File: src/rtl/muldiv_pkg.sv
`default_nettype none
// ============================================================================
// muldiv_pkg : shared op codes, FSM states and special-result constants
// Rev 1.0
// ============================================================================
package muldiv_pkg;

    localparam int XLEN = 32;

    // RV32M funct3 encodings
    localparam logic [2:0] OP_MUL    = 3'b000;
    localparam logic [2:0] OP_MULH   = 3'b001;
    localparam logic [2:0] OP_MULHSU = 3'b010;
    localparam logic [2:0] OP_MULHU  = 3'b011;
    localparam logic [2:0] OP_DIV    = 3'b100;
    localparam logic [2:0] OP_DIVU   = 3'b101;
    localparam logic [2:0] OP_REM    = 3'b110;
    localparam logic [2:0] OP_REMU   = 3'b111;

    typedef enum logic [1:0] {
        ST_IDLE = 2'd0,
        ST_CALC = 2'd1,
        ST_FIN  = 2'd2
    } state_t;

    localparam logic [XLEN-1:0] ALL_ONES = {XLEN{1'b1}};
    localparam logic [XLEN-1:0] INT_MIN  = {1'b1, {(XLEN-1){1'b0}}};

endpackage
`default_nettype wire

File: src/rtl/divu_iter.sv
`default_nettype none
// ============================================================================
// divu_iter : unsigned restoring divider, one quotient bit per enabled cycle
// Rev 1.0
// ============================================================================
module divu_iter #(
    parameter int WIDTH = 32
) (
    input  logic             clk,
    input  logic             rstn,
    input  logic             i_load,
    input  logic             i_en,
    input  logic [WIDTH-1:0] i_dividend,
    input  logic [WIDTH-1:0] i_divisor,
    output logic [WIDTH-1:0] o_quo_nxt,
    output logic [WIDTH-1:0] o_rem_nxt
);

    logic [WIDTH-1:0] r_rem;
    logic [WIDTH-1:0] r_quo;
    logic [WIDTH-1:0] r_dvs;
    logic [WIDTH:0]   w_shift;
    logic [WIDTH:0]   w_diff;
    logic             w_ge;

    // The dividend shifts out of r_quo's top while quotient bits shift in below.
    assign w_shift   = {r_rem, r_quo[WIDTH-1]};
    assign w_diff    = w_shift - {1'b0, r_dvs};
    assign w_ge      = ~w_diff[WIDTH];
    assign o_rem_nxt = w_ge ? w_diff[WIDTH-1:0] : w_shift[WIDTH-1:0];
    assign o_quo_nxt = {r_quo[WIDTH-2:0], w_ge};

    always_ff @(posedge clk or negedge rstn) begin
        if (!rstn) begin
            r_rem <= '0;
            r_quo <= '0;
            r_dvs <= '0;
        end else if (i_load) begin
            r_rem <= '0;
            r_quo <= i_dividend;
            r_dvs <= i_divisor;
        end else if (i_en) begin
            r_rem <= o_rem_nxt;
            r_quo <= o_quo_nxt;
        end
    end

endmodule
`default_nettype wire

File: src/rtl/ex_muldiv.sv
`default_nettype none
// ============================================================================
// ex_muldiv : iterative RV32M multiply/divide unit for the EX stage.
// Define MULDIV_FAST_MUL_EN for single-cycle multiplies.          Rev 1.0
// ============================================================================
module ex_muldiv
    import muldiv_pkg::*;
#(
    parameter int WIDTH = XLEN
) (
    input  logic             clk,
    input  logic             rstn,
    input  logic             start,
    input  logic [2:0]       op,
    input  logic [WIDTH-1:0] a,
    input  logic [WIDTH-1:0] b,
    input  logic             flush,
    output logic             stall,
    output logic             done,
    output logic [WIDTH-1:0] result
);

    localparam int CW = $clog2(WIDTH);

    state_t             r_state;
    logic [CW-1:0]      r_cnt;
    logic [2:0]         r_op;
    logic               r_neg_q;
    logic               r_neg_r;
    logic               r_done;
    logic [WIDTH-1:0]   r_result;
    logic [WIDTH-1:0]   r_mcand;
    logic [2*WIDTH-1:0] r_prod;

    logic               w_accept;
    logic               w_a_neg;
    logic               w_b_neg;
    logic [WIDTH-1:0]   w_a_mag;
    logic [WIDTH-1:0]   w_b_mag;
    logic               w_div0;
    logic               w_ovf;
    logic               w_special;
    logic [WIDTH-1:0]   w_special_res;
    logic               w_fast;
    logic [WIDTH-1:0]   w_fast_res;
    logic [WIDTH:0]     w_add;
    logic [2*WIDTH-1:0] w_prod_nxt;
    logic [WIDTH-1:0]   w_quo_nxt;
    logic [WIDTH-1:0]   w_rem_nxt;

    // Apply the deferred sign and pick the half / quotient / remainder for an op.
    function automatic logic [WIDTH-1:0] f_fix(
        input logic [2:0]       fop,
        input logic             neg_q,
        input logic             neg_r,
        input logic [2*WIDTH-1:0] prod,
        input logic [WIDTH-1:0] quo,
        input logic [WIDTH-1:0] rem
    );
        logic [2*WIDTH-1:0] p;
        logic [WIDTH-1:0]   q;
        logic [WIDTH-1:0]   r;
        logic [WIDTH-1:0]   res;
        p = neg_q ? -prod : prod;
        q = neg_q ? -quo : quo;
        r = neg_r ? -rem : rem;
        if (!fop[2])
            res = (fop == OP_MUL) ? p[WIDTH-1:0] : p[2*WIDTH-1:WIDTH];
        else
            res = fop[1] ? r : q;
        return res;
    endfunction

    assign w_accept = (r_state == ST_IDLE) && start && !flush;
    assign w_a_neg  = a[WIDTH-1] && (op == OP_MULH || op == OP_MULHSU || op == OP_DIV || op == OP_REM);
    assign w_b_neg  = b[WIDTH-1] && (op == OP_MULH || op == OP_DIV || op == OP_REM);
    assign w_a_mag  = w_a_neg ? -a : a;
    assign w_b_mag  = w_b_neg ? -b : b;

    assign w_div0    = op[2] && (b == '0);
    assign w_ovf     = (op == OP_DIV || op == OP_REM) && (a == WIDTH'(INT_MIN)) && (b == WIDTH'(ALL_ONES));
    assign w_special = w_div0 || w_ovf;

    always_comb begin
        w_special_res = '0;
        if (w_div0)
            w_special_res = op[1] ? a : WIDTH'(ALL_ONES);
        else if (!op[1])
            w_special_res = WIDTH'(INT_MIN);
    end

`ifdef MULDIV_FAST_MUL_EN
    assign w_fast     = !op[2];
    assign w_fast_res = f_fix(op, w_a_neg ^ w_b_neg, 1'b0,
                              {{WIDTH{1'b0}}, w_a_mag} * {{WIDTH{1'b0}}, w_b_mag}, '0, '0);
`else
    assign w_fast     = 1'b0;
    assign w_fast_res = '0;
`endif

    // Shift-add multiply: multiplier sits in the low half and is consumed LSB first.
    assign w_add      = {1'b0, r_prod[2*WIDTH-1:WIDTH]} + (r_prod[0] ? {1'b0, r_mcand} : '0);
    assign w_prod_nxt = {w_add, r_prod[WIDTH-1:1]};

    divu_iter #(
        .WIDTH (WIDTH)
    ) u_divu_iter (
        .clk        (clk),
        .rstn       (rstn),
        .i_load     (w_accept),
        .i_en       ((r_state == ST_CALC) && r_op[2]),
        .i_dividend (w_a_mag),
        .i_divisor  (w_b_mag),
        .o_quo_nxt  (w_quo_nxt),
        .o_rem_nxt  (w_rem_nxt)
    );

    always_ff @(posedge clk or negedge rstn) begin
        if (!rstn) begin
            r_state  <= ST_IDLE;
            r_cnt    <= '0;
            r_op     <= OP_MUL;
            r_neg_q  <= 1'b0;
            r_neg_r  <= 1'b0;
            r_done   <= 1'b0;
            r_result <= '0;
            r_mcand  <= '0;
            r_prod   <= '0;
        end else begin
            case (r_state)
                ST_IDLE: begin
                    r_done <= 1'b0;
                    if (w_accept) begin
                        r_op    <= op;
                        r_neg_q <= w_a_neg ^ w_b_neg;
                        r_neg_r <= w_a_neg;
                        r_mcand <= w_a_mag;
                        r_prod  <= {{WIDTH{1'b0}}, w_b_mag};
                        r_cnt   <= '0;
                        if (w_special) begin
                            r_result <= w_special_res;
                            r_done   <= 1'b1;
                            r_state  <= ST_FIN;
                        end else if (w_fast) begin
                            r_result <= w_fast_res;
                            r_done   <= 1'b1;
                            r_state  <= ST_FIN;
                        end else begin
                            r_state <= ST_CALC;
                        end
                    end
                end
                ST_CALC: begin
                    if (!r_op[2])
                        r_prod <= w_prod_nxt;
                    if (flush) begin
                        r_cnt   <= '0;
                        r_state <= ST_IDLE;
                    end else if (r_cnt == CW'(WIDTH-1)) begin
                        // Last step's next-values feed the result so done lands in FIN.
                        r_result <= f_fix(r_op, r_neg_q, r_neg_r, w_prod_nxt, w_quo_nxt, w_rem_nxt);
                        r_done   <= 1'b1;
                        r_cnt    <= '0;
                        r_state  <= ST_FIN;
                    end else begin
                        r_cnt <= r_cnt + 1'b1;
                    end
                end
                ST_FIN: begin
                    r_done  <= 1'b0;
                    r_state <= ST_IDLE;
                end
                default: begin
                    r_done  <= 1'b0;
                    r_state <= ST_IDLE;
                end
            endcase
        end
    end

    assign stall  = w_accept || (r_state == ST_CALC);
    assign done   = r_done;
    assign result = r_result;

endmodule
`default_nettype wire

File: config.mk
export PLATFORM = sky130hd
export DESIGN_NAME = ex_muldiv
export DESIGN_NICKNAME = d
export VERILOG_FILES = /design/src/rtl/muldiv_pkg.sv /design/src/rtl/divu_iter.sv /design/src/rtl/ex_muldiv.sv
export SDC_FILE = /design/constraint.sdc
export NUM_CORES = 1
export LEC_CHECK = 0
export BUFFER_PORTS_ARGS = -buffer_cell sky130_fd_sc_hd__buf_4
export CAP_MARGIN = 20
export CORE_MARGIN = 2
export CORE_UTILIZATION = 55
export CTS_BUF_LIST = sky130_fd_sc_hd__clkbuf_2
export DETAILED_ROUTE_END_ITERATION = 12
export PLACE_DENSITY = 0.79
export SYNTH_ARGS = -nofsm -noshare
export SYNTH_HDL_FRONTEND = slang
export SYNTH_HIERARCHICAL = 1
export SYNTH_SLANG_ARGS = --single-unit
File: constraint.sdc
create_clock -name clk -period 5.7 [get_ports clk]
set_input_delay 0.285 -clock clk [delete_from_list [all_inputs] [get_ports clk]]
set_output_delay 0.285 -clock clk [all_outputs]
set_load 0.05 [all_outputs]
==> impl_results.md <==
- Rel. slew slack: 0.227
- Clock Latency Late Sink: between 900 and 1000 ps
- Max cap viols: 0
- Initial antenna violation count: 2
- WL/cell: 21.8 um
- Register share of total power: 0.233
- GR Layer Usage met2: 0.561
- Synth top area cells: dfrtp_1 30%, o21ai_0 6.8%, nand2_1 6.6%, xnor2_1 5.9%, ha_1 4.5%
- Post-synth EDFFs: 0
- GRT met3 Usage: 0.0607
- Grt peak-use layer: met2
- Most frequent cells in the layout: 349 x nand2_1, 271 x o21ai_0, 235 x dfrtp_1
- Core ar.: 35,600 um2
- Area of placed instances: between 20,000 and 25,000 um2
- Die W: 194 um
- Fmax: about 0.19 GHz
- CP arrival: around 6200 ps
- Dpl hpwl: ~50,000 um
- Vias per cell: roughly 6.5
- Die H: approximately 200 um
- Register area share after synthesis: 0.298
- First-pass GRT wire length: ~110,000 um
- GRT Resource Usage Total: 0.362
- Post-synthesis instance total: approximately 2,500
- Worst path cell trace: inv_1 -> ha_1 -> fa_1 -> nor2b_1 -> o21a_1 -> o21ai_1 -> nand3_2 -> o21ai_1 -> nand3_1 -> nand2_1 -> inv_2 -> mux2_2 -> or4_1 -> or4_4 -> nor2_2 -> nand3_1 -> o41ai_2 -> xor2_1 -> nand2_1 -> o21ai_0 -> a211oi_1 -> a221o_1
- Most common cell after layout, fill and taps aside: nand2_1
- Pre-CTS WS: a little under 300 ps
- Slowest cell on the critical path: or4_1
- Vias: around 20,000
- Worst-path fanout max: 6
- Gr ovfl total: 0
- Power after layout: roughly 12 mW
- Post-CTS setup repair buffer count: 0
- Vias in the first global route: just under 20,000
- Max Buffers Root-to-Sink: 3
- Top_reg_cell synth: dfrtp_1
- Syn Area/Cell: slightly below 8 um2
- Cell internal pwr: roughly 5.6 mW
- Critical path type: flop to flop
- Share of cells above drive strength 1: 0.120
- RSZ-0062 raised after global routing: no
- CP required: about 6500 ps
- Clk_skew: 79.1 ps
- Critical Path Source Type: flop
- Post-Route WL: ~70,000 um
- Port bufs: about 100
- Yosys warnings: 6
- Tcrit/Tclk final: 0.947
- Worst slew pin tran: 1160 ps
- TritonCTS clock tree: done
- Final Hold Vio Count: 0
- Root Buffer Master: clkbuf_2
- Power per Cell Area: around 520 nW/um2
- Initial Util: 0.560
- Count of different cell masters after synthesis: 95
- Mapped Nets: roughly 2,700
- Crit path time final: about 5400 ps
- Fin util: 0.633
- Fraction of registers with async set/reset: 1.00
- Max-slew violations: 0
- Largest net degree at the start of global routing: between 150 and 200
- Post-route ant nets: 0
- Clock sink count: between 200 and 250
- P_leak: 9.72 nW
- Hold depth: 4
- Peak supply drop: between 200 and 300 uV
- Die ar.: 37,700 um2
- Setup TNS: 0 ps
- CTS buffer count: 72
- Grt met1 use: 0.500
- Worst-path clk slew: ~120 ps
- Crit end category: flop
- Number of DRC markers in iteration 0: approximately 2,300
- Status: complete, no violations
- Net Sw Frac: 0.528
- Register bit total from synthesis: 237
- PnR worst setup slack: 304 ps
- Final instance area: approximately 23,000 um2
- Worst r2r path cells: 22
- Drt pass-1 iters: 6
- Cell taking the most area after synthesis: dfrtp_1
- # nets final: approximately 2,800
- Critical path's largest stage delay: around 600 ps
- I/O Pins: ~110
- Clock power frac: 0.120
- Number of remaining DRC errors: 0
- Cell Area, Synth: between 15,000 and 20,000 um2
- Hold crit path type: input pin to flop
- Layout area overhead: 13.1%
- # rows: 69
- Yosys top cell area share: 0.298
- Comb pwr share: 0.647
- Routability congestion estimate: 0.985
- Final setup viols: 0
- H-tree levels: 3
- Switching Power: approximately 6.2 mW
final timing paths:
| check | startpoint | to | slack (ps) |
|---|---|---|---|
| setup / recovery | u_divu_iter/r_quo[31]$_DFFE_PN0P_ | result[27]$_DFFE_PN0P_ | 300 |
| hold / removal | op[0] | r_op[0]$_DFFE_PN0P_ | 110 |
| setup reg to reg | u_divu_iter/r_quo[31]$_DFFE_PN0P_ | result[27]$_DFFE_PN0P_ | 300 |
| hold reg to reg | r_mcand[22]$_DFFE_PN0P_ | r_mcand[22]$_DFFE_PN0P_ | 480 |
| max in group asynchronous | rstn | u_divu_iter/r_dvs[25]$_DFFE_PN0P_ | 4310 |
| min in group asynchronous | rstn | result[2]$_DFFE_PN0P_ | 410 |
synth_stat cells (22+ instances only):
master    number
a31oi_1       22
o41ai_1       26
o31ai_1       48
nand3_1       46
buf_4         32
o21ai_0      271
a22o_1        27
nand2b_1      23
mux2i_1       41
a21o_1        33
nand4_1       36
a21oi_1      133
nor4_1        32
inv_1        100
buf_2         33
o211ai_1      31
nor2_1       185
nor3_1        38
a311oi_1      27
or3_1         26
a211oi_1      30
a211o_1       28
dfrtp_1      237
and2_1        48
xor2_1        88
nand2_1      349
ha_1          72
xnor2_1      135
clkbuf_1     112
cell families after synthesis:
kind of cell	count (synthesis)	share of synthesized area
flip-flops	237	0.298
XOR/XNOR	223	0.0981
AO/OA/AOI/OAI	781	0.254
AND/OR/NAND/NOR	869	0.209
buffers and inverters	289	0.0626
adder cells (fa/ha/maj)	74	0.0473
multiplexers	60	0.0314
registers in the layout (all words and copies together) (netlist names), 3 cells and up:
signal             count
u_divu_iter/r_dvs     32
u_divu_iter/r_quo     32
result                32
u_divu_iter/r_rem     32
r_prod                64
r_cnt                  5
r_op                   3
r_mcand               32
through the flow:
step | instances | hold slack [ps]
6_report | 3174 | 108
5_1_grt | 3174 | 76.9
4_1_cts | 3173 | 27.3
3_5_place_dp | 2954 | 275
3_3_place_gp | 2954 | 280
2_1_floorplan | 2533 | -10.6
power groups by stage:
stage	registers (mW)	clock network [mW]	logic, mW
final	2.74	1.42	7.64
after global routing	2.81	1.51	8.24
after CTS	2.72	1.44	7.41
after detailed placement	2.75	0	7.29
after global placement	2.72	0	7.21
after floorplan	2.79	0	5.28
critical path: cells and delay by family, from the launching register on:
family          cells  cell delay [ps]
simple gates        9             2130
compound gates      7             1300
fa+ha+maj           2              630
flops               1              400
mux                 1              380
buf+inv             2              190
xor+xnor            1              170
routing by layer:
layer | vias to the layer above | wire length, um
met5 | - | 0
met4 | 0 | 3150
met3 | 213 | 6810
met2 | 1162 | 30600
met1 | 9832 | 28700
li1 | 9373 | -
timing repair:
| item | in CTS | in global routing |
|---|---|---|
| endpoints found under the hold margin | 279 | 0 |
| hold buffers | 102 | 0 |
| resized for setup | 0 | 10 |
| setup endpoints to repair | 0 | 7 |
cell type report:
class	instances	area [um2]
Fill cell	3125	13100
Multi-Input combinational cell	2007	12800
Sequential cell	237	5930
Timing Repair Buffer	246	2140
Tap cell	461	577
Clock buffer	98	490
Inverter	105	398
Clock inverter	19	154
Antenna cell	1	2.50
Power figures use the tool's default switching activity.
